`config.mk`:
```
export PLATFORM = sky130hd
export DESIGN_NAME = zapper_flash_seq
export DESIGN_NICKNAME = d
export VERILOG_FILES = /design/src/rtl/zapper_flash_seq.sv
export SDC_FILE = /design/constraint.sdc
export NUM_CORES = 1
export LEC_CHECK = 0
export ABC_AREA = 1
export CAP_MARGIN = 10
export CORE_MARGIN = 1
export CORE_UTILIZATION = 47
export CTS_CLUSTER_SIZE = 8
export DETAILED_ROUTE_END_ITERATION = 8
export PLACE_DENSITY = 0.83
export SKIP_CTS_REPAIR_TIMING = 1
export SLEW_MARGIN = 10
export SYNTH_ARGS = -nofsm -noshare
export SYNTH_HDL_FRONTEND = slang
export SYNTH_SLANG_ARGS = --single-unit
```
`constraint.sdc`:
```
create_clock -name clk -period 3.67 [get_ports clk]
set_input_delay 1.101 -clock clk [delete_from_list [all_inputs] [get_ports clk]]
set_output_delay 1.101 -clock clk [all_outputs]
set_load 0.1 [all_outputs]
```
`src/rtl/zapper_flash_seq.sv`:
```
// zapper_flash_seq: light-gun flash sequencer that blanks, flashes target boxes and judges hits
module zapper_flash_seq #(
    parameter int NUM_TARGETS  = 2,
    parameter int COLOR_W      = 6,
    parameter int BOX_W        = 32,
    parameter int BOX_H        = 32,
    parameter int BLACK_FRAMES = 1,
    parameter int FLASH_FRAMES = 1
) (
    input  logic                      clk,
    input  logic                      rst_n,
    input  logic                      valid,
    input  logic [9:0]                col,
    input  logic [9:0]                row,
    input  logic                      frame_start,
    input  logic                      trigger,
    input  logic                      light,
    input  logic [COLOR_W-1:0]        scene_rgb,
    input  logic [NUM_TARGETS*10-1:0] target_x,
    input  logic [NUM_TARGETS*10-1:0] target_y,
    input  logic [NUM_TARGETS-1:0]    target_en,
    output logic [COLOR_W-1:0]        RGB,
    output logic                      hit,
    output logic [2:0]                hit_id,
    output logic                      miss,
    output logic                      busy
);
    typedef enum logic [1:0] {IDLE, BLACK, FLASH, HELD} state_t;
    state_t      state;
    logic        trig_s1, trig_s2, trig_prev, light_s1, light_s2;
    logic [1:0]  fill;
    logic        armed, lit_flag;
    logic [2:0]  idx, first_idx, next_idx;
    logic        first_ok, next_ok;
    logic [3:0]  frame_cnt;
    logic [9:0]  box_x, box_y;
    logic        in_box, lit_now, lit_eff, trig_rise;

    assign in_box    = ({1'b0, col} >= {1'b0, box_x}) && ({1'b0, col} < {1'b0, box_x} + 11'(BOX_W)) &&
                       ({1'b0, row} >= {1'b0, box_y}) && ({1'b0, row} < {1'b0, box_y} + 11'(BOX_H));
    assign lit_now   = light_s2 && valid && (state == BLACK || (state == FLASH && in_box));
    assign lit_eff   = lit_flag || lit_now;
    assign trig_rise = trig_s2 && !trig_prev;
    assign busy      = (state == BLACK) || (state == FLASH);

    // Lowest enabled target, next enabled target above idx, and the box of the current target
    always_comb begin
        first_idx = '0;
        first_ok  = 1'b0;
        next_idx  = '0;
        next_ok   = 1'b0;
        box_x     = '0;
        box_y     = '0;
        for (int i = NUM_TARGETS - 1; i >= 0; i--) begin
            if (target_en[i]) begin
                first_idx = 3'(i);
                first_ok  = 1'b1;
            end
            if (target_en[i] && 3'(i) > idx) begin
                next_idx = 3'(i);
                next_ok  = 1'b1;
            end
            if (3'(i) == idx) begin
                box_x = target_x[10*i +: 10];
                box_y = target_y[10*i +: 10];
            end
        end
    end

    // Input synchronisers; the edge detector stays blind until the sync chain holds post-reset samples,
    // so a trigger held through reset cannot look like a fresh pull
    always_ff @(posedge clk or negedge rst_n) begin
        if (!rst_n) begin
            trig_s1   <= 1'b0;
            trig_s2   <= 1'b0;
            light_s1  <= 1'b0;
            light_s2  <= 1'b0;
            fill      <= '0;
            trig_prev <= 1'b1;
        end else begin
            trig_s1   <= trigger;
            trig_s2   <= trig_s1;
            light_s1  <= light;
            light_s2  <= light_s1;
            fill      <= {fill[0], 1'b1};
            trig_prev <= fill[1] ? trig_s2 : 1'b1;
        end
    end

    // Frame-synchronous sequencer: arming, black/flash stepping, light judgement and pulses
    always_ff @(posedge clk or negedge rst_n) begin
        if (!rst_n) begin
            state     <= IDLE;
            armed     <= 1'b0;
            lit_flag  <= 1'b0;
            idx       <= '0;
            frame_cnt <= '0;
            hit       <= 1'b0;
            miss      <= 1'b0;
            hit_id    <= '0;
        end else begin
            hit      <= 1'b0;
            miss     <= 1'b0;
            lit_flag <= frame_start ? 1'b0 : lit_eff;
            if (state == IDLE && !(frame_start && armed))
                armed <= armed || trig_rise;
            if (frame_start) begin
                case (state)
                    IDLE: if (armed) begin
                        state     <= BLACK;
                        armed     <= 1'b0;
                        frame_cnt <= 4'(BLACK_FRAMES - 1);
                    end
                    BLACK: if (frame_cnt != 4'd0) begin
                        frame_cnt <= frame_cnt - 4'd1;
                    end else if (lit_eff || !first_ok) begin
                        state <= HELD;
                        miss  <= 1'b1;
                    end else begin
                        state     <= FLASH;
                        idx       <= first_idx;
                        frame_cnt <= 4'(FLASH_FRAMES - 1);
                    end
                    FLASH: if (lit_eff) begin
                        hit    <= 1'b1;
                        hit_id <= idx;
                        state  <= HELD;
                    end else if (frame_cnt != 4'd0) begin
                        frame_cnt <= frame_cnt - 4'd1;
                    end else if (next_ok) begin
                        idx       <= next_idx;
                        frame_cnt <= 4'(FLASH_FRAMES - 1);
                    end else begin
                        state <= HELD;
                        miss  <= 1'b1;
                    end
                    HELD: if (!trig_s2) state <= IDLE;
                    default: state <= IDLE;
                endcase
            end
        end
    end

    // Output pixel: black outside the visible area and during BLACK, white box during FLASH, else scene
    always_ff @(posedge clk or negedge rst_n) begin
        if (!rst_n) RGB <= '0;
        else        RGB <= (!valid || state == BLACK) ? '0 : (state == FLASH) ? {COLOR_W{in_box}} : scene_rgb;
    end
endmodule

```
==> results.json <==
{
  "status": "completed",
  "antenna_found_initial": 0,
  "powerDensity_nw_per_um2": 592,
  "async_reset_ff_share_pct": 100,
  "endpoint_kind": "flip-flop",
  "n_antenna_cell": 0,
  "cts_max_level": 1,
  "start_util_pct": 49.5,
  "synthXorXnorAreaFrac_pct": 2.74,
  "clk_pin_slew_ns": 0.08,
  "first_pass_iters": 4,
  "io_pins": 86,
  "cts_buffers": 3,
  "worstSetupPathType": "in -> reg",
  "crit_path_cell_trace": "clkdlybuf4s50_1 > nand2_1 > nand2_2 > ha_1 > inv_1 > ha_1 > inv_1 > nor3_1 > nand2_1 > nand2_1 > nand2_1 > nand2_1 > nand2_1 > nand2_1 > nor2_1 > nand2_1 > nand2_1 > nand2_2 > nand2_4 > a21oi_4 > nand2_2 > nand2_1 > nand2_1",
  "drc": 0,
  "viasPerCell": 4.76,
  "coreArea_um2": 5170,
  "ir_drop_mv": 0.750,
  "busiest_layer": "met2",
  "rsz0062_at_grt": "false",
  "areaGrowthSynthToFinish_pct": 39.0,
  "seqPwrFrac_pct": 17.4,
  "path_buf_inv": 3,
  "io_buffers": 83,
  "critPathSlowestCell": "clkdlybuf4s50_1",
  "max_cap_viol_count": 0,
  "die_area_um2": 5740,
  "path_delay_family": "simple AND/OR/NAND/NOR gates",
  "drive_gt1_share_pct": 12.8,
  "cp_common_cell": "nand2_1",
  "min_path_type": "reg -> reg",
  "muxShareOfSynthArea_pct": 3.13,
  "hold_viol_final": 0,
  "synth_area_leaders": "dfrtp_1, ha_1, nand2_1",
  "drt-initial-drc-count": 95,
  "clock_latency_ns": 0.27,
  "cts-root-buf": "clkbuf_8",
  "grt_max_degree": 26,
  "yosys.area_share.simple_pct": 31.6,
  "slowest_delay_ns": 0.40,
  "worstPathMaxFanout": 5,
  "worstPathRequired_ns": 3.83,
  "grtUsageMet2_pct": 38.7,
  "yosys.area.top_type": "dfrtp_1",
  "clkSinkCount": 25,
  "skew_ns": 0.00410,
  "fillers": 399,
  "tightest_slew_ns": 0.526,
  "ys_seq_elements": 25,
  "cts_buffer_depth": 2,
  "drt_wl_total_um": 6070,
  "placed_cells": 510,
  "use_met1_pct": 23.9,
  "nets": 561,
  "die_h_um": 75.8,
  "synthAdderAreaFrac_pct": 19.6,
  "gp_congestion": 0.887,
  "internal_power_w": 0.000973,
  "cp.arrival_ns": 3.61,
  "combPwrFrac_pct": 75.1,
  "syn_avg_cell_area_um2": 7.19,
  "num_rows": 26,
  "synth-compound-area-share_pct": 8.07,
  "grtUsageMet3_pct": 3.17,
  "timing.fmax_mhz": 290,
  "p_sw_w": 0.00113,
  "clockPowerShare_pct": 7.5,
  "ant_nets": 0,
  "vias": 2455,
  "finalPower_w": 0.00211,
  "final_cells": 516,
  "synth_edf_count": 0,
  "cts_tree": "yes",
  "finalCriticalPeriod_ns": 3.45,
  "yosysWarnings": 0,
  "slew_headroom_pct": 64.9,
  "avgRoutedWirePerCell_um": 11.8,
  "slew_viol_final": 0,
  "grt_pass1_vias": 2196,
  "track_usage_pct": 20.7,
  "startpoint_type": "input port",
  "utilization_pct": 68.8,
  "die_w_um": 75.8,
  "grt_pass1_wl_um": 9110,
  "synth_cell_types": 40,
  "synth_top_family_by_area": "simple AND/OR/NAND/NOR gates",
  "setup_viol_count_final": 0,
  "grt.overflow.total": 0,
  "power.leakage_nw": 1.87,
  "dp_hpwl_um": 5030,
  "period_share_pct": 94.0,
  "syn-cell-area_um2": 2560,
  "swShare_pct": 53.8,
  "synth_ff_type": "dfrtp_1",
  "synth_top_area_share_pct": 23.5,
  "syn_inst": 356,
  "synth-seq-area-share_pct": 24.5
}
-- cell families after synthesis --
logic type	Yosys count
XOR/XNOR	8
adder cells (fa/ha/maj)	40
flip-flops	25
AO/OA/AOI/OAI	33
buffers and inverters	59
AND/OR/NAND/NOR	181
multiplexers	8
other	2
-- metrics by stage --
| step | hold WS (ns) | setup TNS, ns | cell area [µm²] | setup slack (ns) |
|---|---|---|---|---|
| 2_1_floorplan | 0.331 | 0 | 2560 | 0.350 |
| 3_3_place_gp | 0.332 | -0.780 | 3450 | -0.132 |
| 3_5_place_dp | 0.338 | -1.54 | 3450 | -0.229 |
| 4_1_cts | 0.356 | 0 | 3490 | 0.0543 |
| 5_1_grt | 0.359 | 0 | 3560 | 0.00282 |
| 6_report | 0.354 | 0 | 3560 | 0.220 |
-- metal layers --
| metal | wire length [µm] | share of wire (%) |
|---|---|---|
| met5 | 0 | 0 |
| met1 | 2540 | 42 |
| met3 | 380 | 6.3 |
| met4 | 104 | 1.7 |
| met2 | 3050 | 50 |
-- placed cells by master, fill, tap and decap left out, types with 3 or more instances in the layout --
| cell | synthesis | routed |
|---|---|---|
| a21oi_1 | 15 | 15 |
| buf_4 | 2 | 18 |
| clkbuf_8 | 0 | 3 |
| clkdlybuf4s50_1 | 0 | 71 |
| conb_1 | 2 | 3 |
| dfrtp_1 | 24 | 24 |
| ha_1 | 40 | 38 |
| inv_1 | 49 | 47 |
| inv_2 | 3 | 5 |
| mux2i_1 | 8 | 8 |
| nand2_1 | 97 | 97 |
| nand2_2 | 10 | 10 |
| nand3_1 | 17 | 17 |
| nor2_1 | 37 | 37 |
| o21ai_0 | 4 | 4 |
| o21ai_1 | 4 | 3 |
| o21ai_2 | 3 | 4 |
| or2_1 | 2 | 3 |
| xor2_1 | 6 | 5 |
-- final cells by class --
cell class                      count  area (µm²)  share of cell area (%)
Clock buffer                        3        41.3                    1.16
Tap cell                           70        87.6                    2.46
Inverter                           52         195                    5.49
Sequential cell                    25         627                    17.6
Multi-Input combinational cell    273        1720                    48.3
Clock inverter                      1        5.00                   0.141
Timing Repair Buffer               92         882                    24.8
-- cells in the mapped netlist, types with 2 or more instances --
cell type,number
a21oi_1,15
buf_2,2
buf_4,2
buf_6,2
conb_1,2
dfrtp_1,24
ha_1,40
inv_1,49
inv_2,3
mux2i_1,8
nand2_1,97
nand2_2,10
nand3_1,17
nand3_4,2
nand4_1,2
nor2_1,37
nor3_1,3
nor4_1,2
o21ai_0,4
o21ai_1,4
o21ai_2,3
or2_0,2
or2_1,2
or2_2,2
xnor2_1,2
xor2_1,6
-- worst paths after layout --
check | from | endpoint | slack (ns) | depth (start not counted)
worst max-delay path | target_x[16] | frame_cnt[3] | 0.22 | 23
worst min-delay path | trig_s1 | trig_s2 | 0.35 | 0
worst max register to register | idx[0] | hit_id[0] | 0.66 | 18
worst min register to register | trig_s1 | trig_s2 | 0.35 | 0
max in group asynchronous | rst_n | trig_prev | 2.19 | 2
min in group asynchronous | rst_n | frame_cnt[1] | 1.18 | 2
-- flip-flops by register name, indices dropped and copies added, names as in the netlist --
name / flops
RGB: 6
armed: 1
fill: 2
frame_cnt: 4
hit: 1
hit_id: 1
idx: 1
light_s1: 1
light_s2: 1
lit_flag: 1
miss: 1
state: 2
trig_prev: 1
trig_s1: 1
trig_s2: 1
-- power groups by stage --
stage                     Combinational (W)  Sequential, W  Clock [W]
after floorplan                    0.000975       0.000575          0
after global placement              0.00148       0.000368          0
after detailed placement            0.00152       0.000372          0
after CTS                           0.00153       0.000368   0.000160
after global routing                0.00176       0.000374   0.000169
final                               0.00158       0.000367   0.000158
No activity file was read; power rests on OpenSTA's default activity.
